--- src/rtl/width_12to8_pkg.sv ---
// Shared widths for the 12-bit to 8-bit packet width converter.
package width_12to8_pkg;
   localparam int W_IN   = 12;
   localparam int W_OUT  = 8;
   localparam int BUF_W  = 24;
   // Fill counts 0..BUF_W bits inclusive.
   localparam int FILL_W = $clog2(BUF_W + 1);
endpackage

--- src/rtl/width_12to8.sv ---
// Repacks a stream of 12-bit words into bytes, MSB first, padding an odd
// trailing nibble with zeros at packet end and flagging the final byte.
module width_12to8
   import width_12to8_pkg::*;
(
   input  logic              clk,
   input  logic              rst,
   input  logic              valid_in,
   output logic              ready_in,
   input  logic [W_IN-1:0]   data_in,
   input  logic              last_in,
   output logic              valid_out,
   input  logic              ready_out,
   output logic [W_OUT-1:0]  data_out,
   output logic              last_out
);

   // Handshake: a word moves on valid_in && ready_in, a byte on
   // valid_out && ready_out; the producer holds its payload until taken.

   localparam logic [FILL_W-1:0] OUT_BITS    = FILL_W'(W_OUT);
   localparam logic [FILL_W-1:0] IN_BITS     = FILL_W'(W_IN);
   localparam logic [FILL_W-1:0] PAD_BITS    = FILL_W'(4);
   localparam logic [FILL_W-1:0] MAX_IN_FILL = FILL_W'(BUF_W - W_IN);

   logic [BUF_W-1:0]  buf_q;
   logic [BUF_W-1:0]  buf_shift;
   logic [BUF_W-1:0]  buf_nxt;
   logic [FILL_W-1:0] fill_q;
   logic [FILL_W-1:0] fill_shift;
   logic [FILL_W-1:0] fill_push;
   logic [FILL_W-1:0] fill_nxt;
   logic              last_pend_q;
   logic              push;
   logic              pop;

   assign valid_out = (fill_q >= OUT_BITS);
   assign data_out  = buf_q[BUF_W-1 -: W_OUT];
   assign last_out  = valid_out && last_pend_q && (fill_q == OUT_BITS);
   assign ready_in  = (fill_q <= MAX_IN_FILL) && !last_pend_q && !rst;

   assign push = valid_in && ready_in;
   assign pop  = valid_out && ready_out;

   // Bits below the fill point are always zero, so a push can simply OR
   // the word in and end-of-packet padding is just a fill bump.
   always_comb begin
      buf_shift  = buf_q;
      fill_shift = fill_q;
      if (pop) begin
         buf_shift  = buf_q << W_OUT;
         fill_shift = fill_q - OUT_BITS;
      end
      fill_push = fill_shift + IN_BITS;
      buf_nxt   = buf_shift;
      fill_nxt  = fill_shift;
      if (push) begin
         buf_nxt  = buf_shift | ({data_in, {(BUF_W - W_IN){1'b0}}} >> fill_shift);
         fill_nxt = fill_push;
         if (last_in && (fill_push[2:0] != 3'd0)) begin
            fill_nxt = fill_push + PAD_BITS;
         end
      end
   end

   always_ff @(posedge clk) begin
      if (rst) begin
         buf_q  <= '0;
         fill_q <= '0;
      end else begin
         buf_q  <= buf_nxt;
         fill_q <= fill_nxt;
      end
   end

   // A pending last blocks further input until its final byte leaves.
   always_ff @(posedge clk) begin
      if (rst) begin
         last_pend_q <= 1'b0;
      end else if (push && last_in) begin
         last_pend_q <= 1'b1;
      end else if (pop && last_out) begin
         last_pend_q <= 1'b0;
      end
   end

endmodule

--- config.mk ---
export PLATFORM = sky130hd
export DESIGN_NAME = width_12to8
export DESIGN_NICKNAME = d
export VERILOG_FILES = /design/src/rtl/width_12to8_pkg.sv /design/src/rtl/width_12to8.sv
export SDC_FILE = /design/constraint.sdc
export NUM_CORES = 1
export LEC_CHECK = 0
export CAP_MARGIN = 20
export CORE_MARGIN = 3
export CORE_UTILIZATION = 40
export CTS_CLUSTER_SIZE = 12
export DETAILED_ROUTE_END_ITERATION = 16
export GPL_TIMING_DRIVEN = 0
export PLACE_DENSITY_LB_ADDON = 0.3
export SYNTH_ARGS = -nofsm -noshare
export SYNTH_HDL_FRONTEND = slang
export SYNTH_SLANG_ARGS = --single-unit
export TNS_END_PERCENT = 50
--- constraint.sdc ---
create_clock -name clk -period 2.7 [get_ports clk]
set_input_delay 0.54 -clock clk [delete_from_list [all_inputs] [get_ports clk]]
set_output_delay 0.54 -clock clk [all_outputs]
set_load 0.03 [all_outputs]
== Word level (Yosys, flattened, before mapping) ==
Index checks and enable logic that the tools add are counted.

* $add $sub $neg: 3
* Magnitude comparators: 2
* Equal/unequal tests: 1
* Shift operators: 1
* Mux-type cells: 7
* Bitwise logic cells: 1
* Reduce and logical (&&, ||, !) cells: 13

{| class="wikitable"
|+ Operator list
! kind !! number
|-
| 24-bit 2-to-1 mux || 2
|-
| 24-bit OR || 1
|-
| 24-bit by 5-bit >> shifter with 24-bit output || 1
|-
| 5-bit 2-to-1 mux || 3
|-
| 1-bit logical AND || 9
|-
| 5-bit by 3-bit adder with 5-bit output, second input constant || 1
|-
| 5-bit by 4-bit adder with 5-bit output, second input constant || 1
|-
| 5-bit by 4-bit equality test with 1-bit output, second input constant || 1
|-
| 5-bit by 4-bit greater-or-equal comparator with 1-bit output, second input constant || 1
|-
| 5-bit by 4-bit less-or-equal comparator with 1-bit output, second input constant || 1
|-
| 5-bit by 4-bit subtractor with 5-bit output, second input constant || 1
|-
| 3-bit nonzero test || 1
|-
| 1-bit zero test || 2
|-
| 1-bit 2-to-1 mux || 2
|-
| 2-bit nonzero test || 1
|}

* Bits in registers: 30
* Input bits: 17
* Output and inout port bits: 11
* Logic and storage cells: 31

== Depth between registers and ports, before layout ==
* Word-level depth: 8
* Gate-level depth with buffers: 9
* Mapped depth without buffers: 6

== Least setup slack after synthesis ==
Ideal clock, no wire load.

* Kind: register to output
* Start: register fill_q[4]
* End: output ready_in
* Arrival time: 1.825 ns
* Slack: 0.335 ns
* Stages on the path, launching flop included: 6
* Path buffers: 1
* Cell sequence: dfxtp_1 buf_6 inv_1 ha_1 nand3b_1 nor4b_1

* Cells in the longest elaborated chain, start to end: 3

{| class="wikitable"
|+ RTL lines
! item !! RTL line !! source
|-
| start: declaration || width_12to8.sv:29 || <nowiki>logic [FILL_W-1:0] fill_q;</nowiki>
|-
| start signal: assignment || width_12to8.sv:72 || <nowiki>fill_q <= fill_nxt;</nowiki>
|-
| 5-bit by 4-bit less-or-equal comparator with 1-bit output || width_12to8.sv:40 || <nowiki>assign ready_in = (fill_q <= MAX_IN_FILL) && !last_pend_q && !rst;</nowiki>
|-
| 1-bit logical AND (2 in series) || width_12to8.sv:40 ||
|-
| end: declaration || width_12to8.sv:9 || <nowiki>output logic ready_in,</nowiki>
|}

Every way passes these cells.

== Worst setup path in the final report ==
* Start: input rst
* End: output ready_in

* Cells in the longest elaborated chain, start to end: 2

{| class="wikitable"
|+ RTL lines
! item !! RTL line !! source
|-
| start: declaration || width_12to8.sv:7 || <nowiki>input logic rst,</nowiki>
|-
| 1-bit zero test || width_12to8.sv:40 ||
|-
| 1-bit logical AND || width_12to8.sv:40 ||
|}

Every way passes these cells.

==> results by group <==
Place
  • DP Worst Slack: -0.2435 ns
  • Placed Instances: around 250
  • Detail Placement HPWL: 3.376 mm
  • Port bufs: 26
  • GP Congestion: 0.9370

STA
  • Worst Clk Skew: 0.003204 ns
  • Final setup fails: 0
  • Fmax: around 0.38 GHz
  • Period utilization: 96.38%
  • RSZ-0062 raised after global routing: no
  • Worst setup margin: a little under 0.1 ns
  • Worst-Margin Slew: ~0.8 ns
  • Final Hold Vio Count: 0
  • Slew Limit Fails: 0
  • Max-slew headroom: a little under half
  • WHS: 0.4968 ns
  • Fin crit period: about 2.6 ns

Routing
  • Vias per inst: 6.257
  • Initial DRC count: 85
  • Wire per inst: 18.29 um
  • Post-Route WL: about 4.6 mm
  • First drt pass iteration count: 4
  • Via count: between 1,500 and 2,000
  • ANT nets after route: 0
  • Remaining DRCs: 0

Clocking
  • CTS clk-pin slew, worst paths: ~0.1 ns
  • Post-CTS Setup Repair Bufs: 0
  • Worst-Skew Late Latency: 0.28 ns
  • Root Driver: clkbuf_8
  • CTS max path bufs: 2
  • TritonCTS Buffers: 3
  • CTS tree: done
  • Clock sink total: 28
  • H-Tree Depth: 1
  • Hold_buf cts: 0

Critical path
  • Crit path max-delay cell type: clkdlybuf4s50_1
  • Crit Path Class: primary input to output port
  • Crit start category: primary input
  • CP Buf/Inv Count: 3
  • Crit path DAT: between 2 and 2.5 ns
  • Worst stage delay on the critical path: between 0.5 and 0.6 ns
  • Setup crit end kind: output port
  • Critical Path, Cell by Cell: clkdlybuf4s50_1 > clkbuf_2 > nor4b_1 > dlygate4sd2_1
  • Worst-path fanout max: 10
  • WP data required: between 2 and 2.5 ns
  • Cell family with most CP delay: buffers and inverters

Floorplanning
  • Die Area: a little under 5000 sq um
  • Die W: around 70 um
  • Initial core utilization: roughly 43%
  • Row count: 22
  • I/O pin total: 28
  • Die height: between 70 and 80 um
  • Core Region: 3826 sq um

Final layout
  • Layout cell share with drive strength beyond 1: between 10% and 20%
  • Finished Layout Cells: about 250
  • Layout area overhead: 24.17%
  • Antenna Cells: 0
  • Nets@finish: 221

Synth
  • Syn_area_per_cell: 9.658 sq um
  • Multiplexer share of the synthesized area: between 10% and 20%
  • Seq/Total Area, Yosys: 33.94%
  • Mapped Cells: between 150 and 200
  • Syn nets: 190
  • Synth Warn #: 0
  • Synth unique cells: 47
  • Post-synth EDFFs: 0
  • Largest family of logic cells by synthesized area: compound AO/OA/AOI/OAI gates
  • Synth Register Bits: 28
  • Synth Area in Simple Gates: 14.92%
  • Complex-gate fraction of the synthesized area: between 20 and 30%
  • Dominant synthesized flop cell: dfxtp_1
  • Top post-synthesis cells by count: dfxtp_1 (28), mux2i_1 (21), o22ai_1 (15)
  • Post-Syn Area: 1652 sq um
  • Top cells by area, synth: dfxtp_1 (34%), mux2i_1 (13%), o22ai_1 (5.7%), buf_4 (4.5%), mux2_2 (2.7%)
  • Adder-cell area share of the yosys netlist: 1.515%
  • Synth async-reset ratio: 0%
  • Count leader, synth: dfxtp_1
  • Share of the synthesized area in the top cell type: roughly 34%
  • Post-synthesis xor/xnor area fraction: less than 1%
  • Area leader, netlist: dfxtp_1

Pwr
  • Lkg Pwr: between 0.0008 and 0.0009 uW
  • Pwr Density: ~980 nW/um^2
  • Worst IR drop on VDD: between 0.3 and 0.4 mV
  • Tot Pwr: 2003 uW

Global routing
  • Largest net degree at the start of global routing: 17
  • Total GRT Usage: 19.16%
  • GR Overflow Total: 0
  • Number of global-route vias before repair: 1,577
  • Global-route wire length before repair: ~7.6 mm
  • Initial antenna violation count: 0

Worst hold path
  • Hold Path Class: flop to flop

Outcome
  • Status: finished clean

Job
  • Max-cap violations: 0
[report_power, final]
| part | total [uW] | switching (uW) | internal, uW | leakage [uW] |
|---|---|---|---|---|
| logic | 1070 | 611 | 463 | 0.000563 |
| clock network | 341 | 143 | 199 | 0.0000357 |
| registers | 587 | 68.9 | 518 | 0.000229 |
[repair_timing]
item / 4_1_cts / 5_1_grt
endpoints found under the setup margin: 1 / 3
pin swaps: 0 / 0
gates resized for setup: 1 / 4
[cell families after synthesis]
logic type,count (synthesis)
adder cells (fa/ha/maj),2
AO/OA/AOI/OAI,56
AND/OR/NAND/NOR,37
XOR/XNOR,1
multiplexers,25
buffers and inverters,22
flip-flops,28
[state kept, by name (all words and copies together), names as in the netlist]
signal       flops
buf_q           24
fill_q           3
last_pend_q      1
[stage by stage]
stage / util [%] / setup TNS [ns] / area, sq um
floorplan: - / 0 / 1652
global placement: 51.54 / -0.2494 / 1972
finish: 53.60 / 0 / 2051
detailed placement: 51.54 / -0.2435 / 1972
CTS: 53.37 / 0 / 2042
global route: 53.60 / 0 / 2051
[worst reg2reg max path: stages (launching register included)]
cell and delay [ns]:
dfxtp_1 0.39, buf_6 0.16, inv_1 0.07, ha_1 0.27, o21ai_0 0.67, nand2_1 0.31
a31o_2 0.32
[area by class of cell]
type | instances | area (sq um)
Fill cell | 341 | 1775
Multi-Input combinational cell | 121 | 965.9
Sequential cell | 28 | 561.8
Timing Repair Buffer | 26 | 259.0
Buffer | 19 | 121.4
Tap cell | 48 | 60.06
Clock buffer | 3 | 41.29
Clock inverter | 1 | 30.03
Inverter | 3 | 11.26
[path summary, 6_finish.rpt]
kind                                start  depth (start not counted)  slack [ns]  endpoint
worst max-delay path                  rst                          4         0.1  ready_in
worst min-delay path             buf_q[0]                          1        0.50  buf_q[0]
worst max register to register  fill_q[4]                          6        0.42  buf_q[7]
worst min register to register   buf_q[0]                          1        0.50  buf_q[0]
[metal layers]
| layer | wire length [um] | vias to the layer above | GRT usage (%) |
|---|---|---|---|
| met4 | 69 | 0 | 8.511 |
| met1 | 1993 | 761 | 26.51 |
| li1 | - | 726 | - |
| met3 | 353 | 9 | 2.014 |
| met2 | 2137 | 62 | 29.83 |
| met5 | 0 | - | 0 |
[layout by cell type, fill, tap and decap left out, types with 2 or more instances in the layout]
cell / Yosys / final
ha_1: 2 / 2
a221o_1: 4 / 4
a32o_1: 4 / 4
a21oi_1: 3 / 3
a22oi_1: 5 / 5
nand2_1: 6 / 6
a21boi_0: 2 / 2
a31o_2: 3 / 3
nand2b_1: 3 / 3
o31ai_1: 2 / 2
mux2i_1: 21 / 21
nand3_1: 5 / 5
clkdlybuf4s50_1: 0 / 25
and3_1: 2 / 2
buf_4: 10 / 10
nor2_1: 2 / 2
inv_1: 3 / 3
o22ai_1: 15 / 15
nor4_1: 4 / 4
clkbuf_8: 0 / 3
a31oi_1: 7 / 7
buf_2: 3 / 3
and2_1: 3 / 3
dfxtp_1: 28 / 27
clkbuf_1: 5 / 4
mux2_2: 4 / 4
o21ai_0: 3 / 3
(Power assumes the default switching activity.)
